## config.mk

```make
export PLATFORM = sky130hd
export DESIGN_NAME = dm_uart_tx
export DESIGN_NICKNAME = d
export VERILOG_FILES = /design/src/rtl/dm_uart_tx.sv
export SDC_FILE = /design/constraint.sdc
export NUM_CORES = 1
export LEC_CHECK = 0
export CAP_MARGIN = 20
export CORE_ASPECT_RATIO = 0.7
export CORE_UTILIZATION = 25
export DETAILED_ROUTE_END_ITERATION = 12
export PLACE_DENSITY = 0.46
export SLEW_MARGIN = 20
export SYNTH_ARGS = -nofsm -noshare
export SYNTH_HDL_FRONTEND = slang
export SYNTH_SLANG_ARGS = --single-unit
export TNS_END_PERCENT = 50
```

## constraint.sdc

```tcl
create_clock -name inclk -period 4.6 [get_ports inclk]
set_input_delay 1.15 -clock inclk [delete_from_list [all_inputs] [get_ports inclk]]
set_output_delay 1.15 -clock inclk [all_outputs]
set_load 0.005 [all_outputs]
```

## src/rtl/dm_uart_tx.sv

```systemverilog
// dm_uart_tx: bus-mapped UART transmitter with a small TX FIFO.
// Registers (addr[3:2]): 0 = TXDATA (write only), 1 = STATUS.
// Optional even-parity bit is enabled by defining UART_TX_PARITY_EN.
module dm_uart_tx #(
  parameter int unsigned CLK_DIV    = 16,
  parameter int unsigned FIFO_DEPTH = 8
) (
  input  logic        inclk,
  input  logic        rst,
  input  logic        CS,
  input  logic        R,
  input  logic        W,
  input  logic [31:0] addr,
  input  logic [31:0] wdata,
  output logic [31:0] rdata,
  output logic        tx
);

  localparam int unsigned PtrW   = (FIFO_DEPTH > 1) ? $clog2(FIFO_DEPTH) : 1;
  localparam logic [15:0] DivMax = 16'(CLK_DIV - 1);
  localparam logic [3:0]  DepthC = 4'(FIFO_DEPTH);

  typedef enum logic [2:0] {
    StIdle   = 3'd0,
    StStart  = 3'd1,
    StData   = 3'd2,
`ifdef UART_TX_PARITY_EN
    StParity = 3'd3,
`endif
    StStop   = 3'd4
  } state_e;

  state_e            state_q, state_d;
  logic [15:0]       cyc_q, cyc_d;
  logic [2:0]        bit_q, bit_d;
  logic [7:0]        shift_q, shift_d;
  logic              tx_q, tx_d;
  logic [7:0]        mem_q [FIFO_DEPTH];
  logic [7:0]        mem_d [FIFO_DEPTH];
  logic [PtrW-1:0]   wr_ptr_q, wr_ptr_d;
  logic [PtrW-1:0]   rd_ptr_q, rd_ptr_d;
  logic [3:0]        count_q, count_d;
  logic              ovf_q, ovf_d;
`ifdef UART_TX_PARITY_EN
  logic              par_q, par_d;
`endif

  logic        wr_txdata, wr_status, rd_status;
  logic        fifo_empty, fifo_full;
  logic        bit_end, pop, push_ok;
  logic [7:0]  head;
  logic [31:0] status;
  logic        unused_bits;

  assign wr_txdata  = CS & W & (addr[3:2] == 2'd0);
  assign wr_status  = CS & W & (addr[3:2] == 2'd1);
  assign rd_status  = CS & R & (addr[3:2] == 2'd1);
  assign fifo_empty = (count_q == 4'd0);
  assign fifo_full  = (count_q == DepthC);
  assign head       = mem_q[rd_ptr_q];
  assign bit_end    = (cyc_q == DivMax);
  // A pop frees a slot in the same cycle, so a push into a full FIFO still lands.
  assign push_ok    = wr_txdata & (~fifo_full | pop);
  assign unused_bits = ^{addr[31:4], addr[1:0], wdata[31:8]};

  // State register
  always_ff @(posedge inclk) begin
    if (rst) begin
      state_q <= StIdle;
    end else begin
      state_q <= state_d;
    end
  end

  // Datapath registers: counters, shifter, FIFO control, tx line
  always_ff @(posedge inclk) begin
    if (rst) begin
      cyc_q    <= '0;
      bit_q    <= '0;
      shift_q  <= '0;
      tx_q     <= 1'b1;
      wr_ptr_q <= '0;
      rd_ptr_q <= '0;
      count_q  <= '0;
      ovf_q    <= 1'b0;
`ifdef UART_TX_PARITY_EN
      par_q    <= 1'b0;
`endif
    end else begin
      cyc_q    <= cyc_d;
      bit_q    <= bit_d;
      shift_q  <= shift_d;
      tx_q     <= tx_d;
      wr_ptr_q <= wr_ptr_d;
      rd_ptr_q <= rd_ptr_d;
      count_q  <= count_d;
      ovf_q    <= ovf_d;
`ifdef UART_TX_PARITY_EN
      par_q    <= par_d;
`endif
    end
  end

  // FIFO storage; contents are don't-care while count is zero
  always_ff @(posedge inclk) begin
    mem_q <= mem_d;
  end

  // Next-state logic: frame sequencing, bit/cycle counters, head pop
  always_comb begin
    state_d = state_q;
    cyc_d   = cyc_q;
    bit_d   = bit_q;
    shift_d = shift_q;
    pop     = 1'b0;
`ifdef UART_TX_PARITY_EN
    par_d   = par_q;
`endif
    unique case (state_q)
      StIdle: begin
        if (!fifo_empty) begin
          state_d = StStart;
          cyc_d   = '0;
          pop     = 1'b1;
          shift_d = head;
`ifdef UART_TX_PARITY_EN
          par_d   = ^head;
`endif
        end
      end
      StStart: begin
        if (bit_end) begin
          state_d = StData;
          cyc_d   = '0;
          bit_d   = '0;
        end else begin
          cyc_d = cyc_q + 16'd1;
        end
      end
      StData: begin
        if (bit_end) begin
          cyc_d = '0;
          if (bit_q == 3'd7) begin
`ifdef UART_TX_PARITY_EN
            state_d = StParity;
`else
            state_d = StStop;
`endif
          end else begin
            bit_d   = bit_q + 3'd1;
            shift_d = {1'b0, shift_q[7:1]};
          end
        end else begin
          cyc_d = cyc_q + 16'd1;
        end
      end
`ifdef UART_TX_PARITY_EN
      StParity: begin
        if (bit_end) begin
          state_d = StStop;
          cyc_d   = '0;
        end else begin
          cyc_d = cyc_q + 16'd1;
        end
      end
`endif
      StStop: begin
        if (bit_end) begin
          cyc_d = '0;
          // Chain straight into the next start bit so queued frames have no idle gap.
          if (!fifo_empty) begin
            state_d = StStart;
            pop     = 1'b1;
            shift_d = head;
`ifdef UART_TX_PARITY_EN
            par_d   = ^head;
`endif
          end else begin
            state_d = StIdle;
          end
        end else begin
          cyc_d = cyc_q + 16'd1;
        end
      end
      default: state_d = StIdle;
    endcase
  end

  // FIFO pointers, occupancy and sticky overflow
  always_comb begin
    mem_d    = mem_q;
    wr_ptr_d = wr_ptr_q;
    rd_ptr_d = rd_ptr_q;
    count_d  = count_q;
    ovf_d    = ovf_q;
    if (push_ok) begin
      mem_d[wr_ptr_q] = wdata[7:0];
      wr_ptr_d        = wr_ptr_q + 1'b1;
    end
    if (pop) begin
      rd_ptr_d = rd_ptr_q + 1'b1;
    end
    if (push_ok && !pop) begin
      count_d = count_q + 4'd1;
    end else if (pop && !push_ok) begin
      count_d = count_q - 4'd1;
    end
    if (wr_status && wdata[3]) begin
      ovf_d = 1'b0;
    end
    // A dropped push beats a simultaneous clear.
    if (wr_txdata && fifo_full && !pop) begin
      ovf_d = 1'b1;
    end
  end

  // Outputs: registered tx level for the upcoming state, combinational STATUS read
  always_comb begin
    tx_d = 1'b1;
    unique case (state_d)
      StIdle:   tx_d = 1'b1;
      StStart:  tx_d = 1'b0;
      StData:   tx_d = shift_d[0];
`ifdef UART_TX_PARITY_EN
      StParity: tx_d = par_d;
`endif
      StStop:   tx_d = 1'b1;
      default:  tx_d = 1'b1;
    endcase
    status = {24'd0, count_q, ovf_q, fifo_empty, fifo_full, (state_q != StIdle)};
    rdata  = rd_status ? status : 32'd0;
  end

  assign tx = tx_q;

endmodule

```

=== Yosys cells after proc, flatten, opt, wreduce, memory -nomap -nowiden ===
Index checks and enable logic that the tools add are counted.

* Register bits after elaboration: 106
* Output and inout port bits: 33
* Logic and storage cells: 106

* $add $sub $neg: 6
* Order comparisons: 3
* Equal/unequal tests: 14
* Mux-type cells: 34
* Bitwise operators: 10
* Reduce and logical (&&, ||, !) cells: 21

{| class="wikitable"
|+ Operator list
! operator !! count
|-
| bitwise mux 64 bit || 1
|-
| two-way mux 8 bit || 8
|-
| two-way mux 16 bit || 2
|-
| one-hot mux 16 bit (2 select lines) || 1
|-
| binary-select mux 8 bit (select 3 bit) || 1
|-
| demux 8 bit (select 3 bit) || 1
|-
| two-way mux 3 bit || 8
|-
| one-hot mux 8 bit (3 select lines) || 1
|-
| adder 16 x 1 -> 16 bit, second input constant || 1
|-
| == test 16 x 4 -> 1 bit, second input constant || 1
|-
| one-hot mux 3 bit (4 select lines) || 1
|-
| != test 2 bit, second input constant || 5
|-
| adder 3 x 1 -> 3 bit, second input constant || 3
|-
| greater-or-equal comparator 4 bit, second input constant || 2
|-
| two-way mux 4 bit || 2
|-
| inverter 3 -> 4 bit || 2
|-
| AND reduction 4 bit || 2
|-
| nonzero test 2 bit || 4
|-
| bitwise AND 1 bit || 6
|-
| == test 3 x 1 -> 1 bit, second input constant || 2
|-
| == test 3 x 2 -> 1 bit, second input constant || 2
|-
| == test 3 bit, second input constant || 2
|-
| logical AND 1 bit || 6
|-
| one-hot mux 3 bit (2 select lines) || 1
|-
| 16 further kinds || 23
|}

=== Depth between registers and ports, before layout ===
Gate-level depths: netlist (run 1).

* Depth after elaboration: 10
* Depth in mapped cells: 14
* Depth with buffers taken out: 14

=== Least setup slack after synthesis (run 1) ===
No wires, ideal clock.

* Kind: input -> register
* Start point: in CS
* End point: reg count_q[3]
* Arrival time: 3118 ps
* Data required time: 4530 ps
* Path slack: 1412 ps
* Stages: 12
* Buffers on the path: 0
* Path through: nor2b_1 -> and3b_1 -> nand2b_2 -> inv_1 -> ha_1 -> inv_1 -> ha_1 -> a21o_1 -> a21oi_1 -> xnor2_1 -> or3_1 -> a21oi_1

* Longest elaborated chain between the ends: 6
* Elaborated cells on any way between the ends: 8

{| class="wikitable"
|+ RTL lines
! what !! line !! source
|-
| start, declared || 10 || <nowiki>input logic CS,</nowiki>
|-
| bitwise AND 1 bit (*) (2 in a row) || 55 || <nowiki>assign wr_txdata = CS & W & (addr[3:2] == 2'd0);</nowiki>
|-
| bitwise AND 1 bit (*) || 63 || <nowiki>assign push_ok = wr_txdata & (~fifo_full | pop);</nowiki>
|-
| named net push_ok || 50 || <nowiki>logic bit_end, pop, push_ok;</nowiki>
|-
| logical NOT 1 bit || 205 || <nowiki>end else if (pop && !push_ok) begin</nowiki>
|-
| logical AND 1 bit || 205 ||
|-
| nonzero test 2 bit (no line) || - ||
|-
| end signal, assigned || 96 || <nowiki>count_q <= count_d;</nowiki>
|-
| end, declared || 42 || <nowiki>logic [3:0] count_q, count_d;</nowiki>
|}

Mark *: on every way through the listed nets, which the timed path passes. The rest lies on a longest branch.
A chain may end at the register's enable or synchronous reset.

=== Final worst setup path (run 1) ===
* Start point: in CS
* End point: out rdata[3]

* Longest elaborated chain between the ends: 3

{| class="wikitable"
|+ RTL lines
! what !! line !! source
|-
| bitwise AND 1 bit (2 in a row) || 57 || <nowiki>assign rd_status = CS & R & (addr[3:2] == 2'd1);</nowiki>
|-
| two-way mux 8 bit || 231 || <nowiki>rdata = rd_status ? status : 32'd0;</nowiki>
|-
| end, declared || 15 || <nowiki>output logic [31:0] rdata,</nowiki>
|}

No other way between the ends.

==> results of run 1 <==
## Yosys cell counts, drive strengths merged (4+ instances only)
master	count
nor2	51
or3	10
nor4	5
a21oi	14
nand2	25
inv	8
xnor2	15
xor2	4
clkbuf	4
nand3	12
o21ai	9
a31oi	7
ha	8
buf	34
nor3	13
edfxtp	64
dfxtp	42
nand2b	8
mux4	16
o22ai	6
and2	6
nor2b	5
mux2i	5
## per-layer routing
layer | global-route usage [%] | vias to the layer above
met4 | 3.15 | 0
met3 | 2.57 | 5
met2 | 16.8 | 80
li1 | - | 1521
met1 | 15.4 | 1513
met5 | 0 | -
## through the flow
step / area [um2] / hold slack [ns]
after floorplan: 5060 / 0.436
final: 5760 / 0.458
after detailed placement: 5440 / 0.450
after global routing: 5760 / 0.482
after global placement: 5440 / 0.448
after CTS: 5750 / 0.461
## how the worst max path moves through the flow
stage | start | to | depth (start not counted)
6_report | CS | rdata[3] | 5
5_1_grt | CS | rdata[3] | 5
4_1_cts | CS | rdata[3] | 5
3_5_place_dp | CS | rdata[3] | 5
3_3_place_gp | CS | rdata[3] | 5
2_1_floorplan | CS | count_q[3] | 12
## report_power, final
part | switching, W | internal (W)
logic | 0.000371 | 0.000335
registers | 0.000113 | 0.00108
clock network | 0.000341 | 0.000479
## cell usage in the layout, fill, tap and decap left out, types with 2 or more instances in the layout
cell type	instances
nor4_2	2
nand3_1	12
mux2i_1	5
buf_4	8
or3_1	10
and2_1	6
xnor2_1	15
nor2_1	50
nor3_1	12
inv_1	8
dfxtp_1	42
a31oi_1	7
nand2b_1	6
nor4_4	2
a21o_1	3
bufinv_16	2
nand2_1	25
clkdlybuf4s50_1	23
and4_1	2
conb_1	24
clkbuf_16	9
ha_1	8
nor2b_1	5
o21ai_0	9
a21oi_1	14
nand4_1	2
a22oi_1	2
edfxtp_1	64
mux4_2	16
a211o_1	2
or2_2	3
xor2_1	4
o22ai_1	6
## cells by family (layout without fill, tap and decap cells)
group                      Yosys count  after routing
and+or+nand+nor                    153            153
DFF                                106            106
AOI/OAI and AO/OA                   54             54
buffers and inverters               46             55
muxes                               22             22
xor gates and xnor gates            19             19
adders and majority gates           10             10
other                                1             24
## cell type report
class,count,area (um2)
clock buffer,10,229
clock inverter,6,90.1
fill,1923,13400
inverter,8,30.0
multi-input combinational,282,2030
sequential,106,2760
tap,264,330
timing repair buffer,31,290
## state kept, by name (all words and copies together) (netlist names)
| name | cells |
|---|---|
| mem_q | 64 |
| cyc_q | 16 |
| shift_q | 8 |
| count_q | 4 |
| bit_q | 3 |
| rd_ptr_q | 3 |
| state_q | 3 |
| wr_ptr_q | 3 |
| ovf_q | 1 |
| tx | 1 |
## worst max-delay path: cells and delay by family
kind          cells  cell delay [ns]
simple gates      3             0.68
buf+inv           2             0.95
==> flow_summary.json, run 1 <==
{
  "synthMuxAreaShare_pct": 8.47,
  "clkSinkCount": 106,
  "ys_warn_count": 0,
  "clkTransAtPathRegs_ns": 0.07,
  "die_height_um": 120,
  "power.density_mw_per_mm2": 471,
  "dp_cells": 691,
  "synthXorXnorAreaFrac_pct": 3.34,
  "worstPathMaxFanout": 5,
  "die_w_um": 171,
  "rr_endpoint": "count_q[3]",
  "grt_max_degree": 23,
  "synth_area_mm2": 0.00498,
  "post-route-period-util_pct": 85.3,
  "max_slew_margin_pct": 36.7,
  "finalSetupTns_ns": 0,
  "cts_tree": "yes",
  "hold_buffers": 0,
  "place_congestion": 0.705,
  "top_layer_used": "met4",
  "rows": 42,
  "status": "completed",
  "wl_met1_mm": 5.19,
  "antennaDiodeCount": 0,
  "antenna_found_initial": 0,
  "grt_pass1_wl_mm": 16.9,
  "grt.overflow.total": 0,
  "drt_iter0_markers": 227,
  "maxCapViolations": 0,
  "r2r_setup_slack_ns": 1.26,
  "via_per_inst": 4.41,
  "stdcell_count": 707,
  "cts_made_buffers": 9,
  "worst_slew_pin_slew_ns": 0.948,
  "wl_met3_um": 504,
  "post-cts-setup-buffers": 0,
  "grt_pass1_vias": 3079,
  "fin_util_pct": 30.0,
  "drc": 0,
  "cpMaxStageDelayCell": "clkdlybuf4s50_1",
  "syn_avg_cell_area_um2": 12.1,
  "grtUsageTotal_pct": 11.0,
  "io_pins": 102,
  "p_leak_nw": 1.86,
  "die-area_mm2": 0.0205,
  "dp_slack_ns": 0.678,
  "crit_type": "input port to output pin",
  "dp_hpwl_mm": 7.29,
  "route.met2.wl_mm": 4.69,
  "start_util_pct": 25.9,
  "hold_end": "bit_q[2]",
  "holdPathStages": 2,
  "reg2regPathDepth": 14,
  "synth-edff-count": 64,
  "hold_path.startpoint": "bit_q[2]",
  "hold_viol_final": 0,
  "seq_area_frac_synth_pct": 55.5,
  "synth_flop_cell": "edfxtp_1",
  "cts-htree-levels": 3,
  "hp-class": "register to register",
  "critPathMaxStageDelay_ns": 0.51,
  "finalClockSkew_ns": 0.00918,
  "syn_inst": 411,
  "vias": 3119,
  "wirelength_mm": 10.4,
  "area_growth_pct": 15.7,
  "slew_viol_final": 0,
  "path_cells": "clkdlybuf4s50_1 > nor2b_1 > and3_1 > and2_1 > clkdlybuf4s50_1",
  "crit_arrival_ns": 2.77,
  "yosysTopAreaCell": "edfxtp_1",
  "ant_nets": 0,
  "fmax_ghz": 0.255,
  "ir_drop_mv": 0.173,
  "ctsResizeCount": 0,
  "synthArstFlopShare_pct": 0,
  "drive_above_1_share_pct": 13.3,
  "rsz0062_at_grt": "no",
  "fin_crit_ns": 3.92,
  "coreArea_mm2": 0.0192,
  "r2r_start": "cyc_q[0]",
  "ctsLongestPathBuffers": 2,
  "netlist-cell-type-count": 64,
  "setup_viol": 0,
  "synth-seq-cells": 106,
  "synth_top_area_share_pct": 38.6,
  "post_drt_wl_per_cell_um": 14.8,
  "synth_fa_ha_area_share_pct": 2.64,
  "total_power_w": 0.00271,
  "dr.pass1.iters": 4,
  "fin_nets": 516,
  "yosys-top-cells-area": "edfxtp_1 39%, dfxtp_1 17%, mux4_2 7.2%, buf_4 3.9%, nor2_1 3.8%",
  "root_buffer": "clkbuf_16",
  "synth_compound_area_share_pct": 7.29,
  "cpMostUsedCell": "clkdlybuf4s50_1",
  "synth_top_family_by_area": "simple AND/OR/NAND/NOR gates",
  "startpoint_type": "input port",
  "setup_slack_ns": 0.678,
  "clkLatencyLatePin_ns": 0.34,
  "port_buffers": 23,
  "cp_data_required_time_ns": 3.45,
  "yosys.area_share.simple_pct": 16.9,
  "cp-end-kind": "output pin"
}
Power figures use the tool's default switching activity.
==> run 2: changes to the inputs <==
--- a/config.mk
+++ b/config.mk
@@ -9,6 +9,7 @@
 export CORE_ASPECT_RATIO = 0.7
 export CORE_UTILIZATION = 25
 export DETAILED_ROUTE_END_ITERATION = 12
+export GPL_TIMING_DRIVEN = 0
 export PLACE_DENSITY = 0.46
 export SLEW_MARGIN = 20
 export SYNTH_ARGS = -nofsm -noshare
==> run 2 against run 1 <==
- routed wire length rose by 4.9%
- sequential power shrank 3%
- cell count increased by 5.0%
- combinational power increased by 14%
- global-route usage rose by 0.44 points
- critical path type unchanged
- final area rose by 3.7%
- sequential share of layout area fell by 1.7 points
- maximum frequency grew 0.13%
==> flow_summary.json, run 2 (synthesis results as in run 1) <==
{
  "grt_pass1_vias": 3125,
  "dp_cells": 726,
  "cp_data_required_time_ns": 3.45,
  "clkTransAtPathRegs_ns": 0.07,
  "clkSinkCount": 106,
  "hp-class": "register to register",
  "fin_crit_ns": 3.92,
  "fin_util_pct": 31.1,
  "worstPathMaxFanout": 4,
  "setup_viol": 0,
  "mostFrequentLayoutCells": "64 x edfxtp_1, 50 x nor2_1, 42 x dfxtp_1",
  "post-route-period-util_pct": 85.2,
  "grt_max_degree": 20,
  "fmax_ghz": 0.255,
  "worst_hold_slack_ns": 0.465,
  "post_drt_wl_per_cell_um": 14.8,
  "largest_reg_flops": 64,
  "layout_commonest_cell": "edfxtp_1",
  "path_cells": "clkdlybuf4s50_1 > nor2b_1 > nand3_1 > nor2_1 > clkdlybuf4s50_1",
  "coreArea_mm2": 0.0192,
  "finalSetupTns_ns": 0,
  "critPathMaxStageDelay_ns": 0.53,
  "regArea_mm2": 0.00276,
  "maxCapViolations": 0,
  "worst_slew_pin_slew_ns": 0.970,
  "cts_tree": "yes",
  "wirelength_mm": 11.0,
  "cp_top_family": "buffers and inverters",
  "fill_cells": 1941,
  "cts-htree-levels": 3,
  "dr.pass1.iters": 4,
  "cpMostUsedCell": "clkdlybuf4s50_1",
  "fin_nets": 551,
  "top_register": "mem_q",
  "clkLatencyLatePin_ns": 0.35,
  "cp-end-kind": "output pin",
  "hold_viol_final": 0,
  "drt_iter0_markers": 217,
  "status": "completed",
  "drc": 0,
  "die_w_um": 171,
  "ir_drop_mv": 0.199,
  "die-area_mm2": 0.0205,
  "via_per_inst": 4.38,
  "area_growth_pct": 20.0,
  "dp_hpwl_mm": 8.15,
  "port_buffers": 23,
  "grt_pass1_wl_mm": 17.5,
  "finalClockSkew_ns": 0.00881,
  "startpoint_type": "input port",
  "antennaDiodeCount": 0,
  "multi_input_area_mm2": 0.00204,
  "crit_arrival_ns": 2.77,
  "slew_viol_final": 0,
  "p_leak_nw": 2.01,
  "reg_top3": "mem_q (64), cyc_q (16), shift_q (8)",
  "antenna_found_initial": 0,
  "ctsResizeCount": 0,
  "grt.overflow.total": 0,
  "vias": 3253,
  "drive_above_1_share_pct": 19.5,
  "cpMaxStageDelayCell": "clkdlybuf4s50_1",
  "cts_made_buffers": 9,
  "start_util_pct": 25.9,
  "crit_type": "input port to output pin",
  "max_slew_margin_pct": 35.1,
  "rows": 42,
  "ant_nets": 0,
  "die_height_um": 120,
  "stdcell_count": 742,
  "root_buffer": "clkbuf_16",
  "ctsLongestPathBuffers": 2,
  "hold_buffers": 0,
  "place_congestion": 0.769,
  "grtUsageTotal_pct": 11.4,
  "io_pins": 102,
  "power.density_mw_per_mm2": 451,
  "post-cts-setup-buffers": 0,
  "crit_buf_inv": 2,
  "rsz0062_at_grt": "no"
}
[run 2: final timing paths]
check / from / end / slack, ns / cells after the start
worst max register to register: cyc_q[0] / count_q[3] / 1.20 / 14
worst max-delay path: CS / rdata[2] / 0.68 / 5
worst min-delay path: bit_q[2] / bit_q[2] / 0.46 / 2
worst min register to register: bit_q[2] / bit_q[2] / 0.46 / 2
[run 2: worst min-delay path, cell delays in order, from the launching register on]
cell	delay (ns)
dfxtp_1	0.32
nand2_1	0.05
a21oi_1	0.05
[run 2: cell type report]
| cell class | instances | area share [%] |
|---|---|---|
| Timing Repair Buffer | 28 | 4.44 |
| Buffer | 38 | 4.27 |
| Clock inverter | 7 | 1.05 |
| Tap cell | 264 | 5.53 |
| Sequential cell | 106 | 46.3 |
| Inverter | 8 | 0.503 |
| Clock buffer | 9 | 3.77 |
| Multi-Input combinational cell | 282 | 34.2 |
[run 2: where the power goes]
group	switching [W]	leakage, nW	internal [W]	total (W)
clock network	0.000367	0.132	0.000378	0.000745
registers	0.0000724	0.918	0.00107	0.00115
logic	0.000430	0.960	0.000374	0.000804
[run 2: through the flow]
| stage | worst slack, ns | area (um2) | power (W) |
|---|---|---|---|
| global placement | 0.302 | 5620 | 0.00197 |
| global route | 0.586 | 5970 | 0.00286 |
| detailed placement | 0.643 | 5690 | 0.00198 |
| CTS | 0.641 | 5970 | 0.00273 |
| floorplan | 1.41 | 5060 | 0.00176 |
| finish | 0.683 | 5970 | 0.00270 |
[run 2: per-layer routing]
layer | wire length [um] | GRT usage, %
met2 | 4760 | 17.3
met4 | 93 | 2.53
met5 | 0 | 0
met1 | 5720 | 16.5
met3 | 381 | 2.54
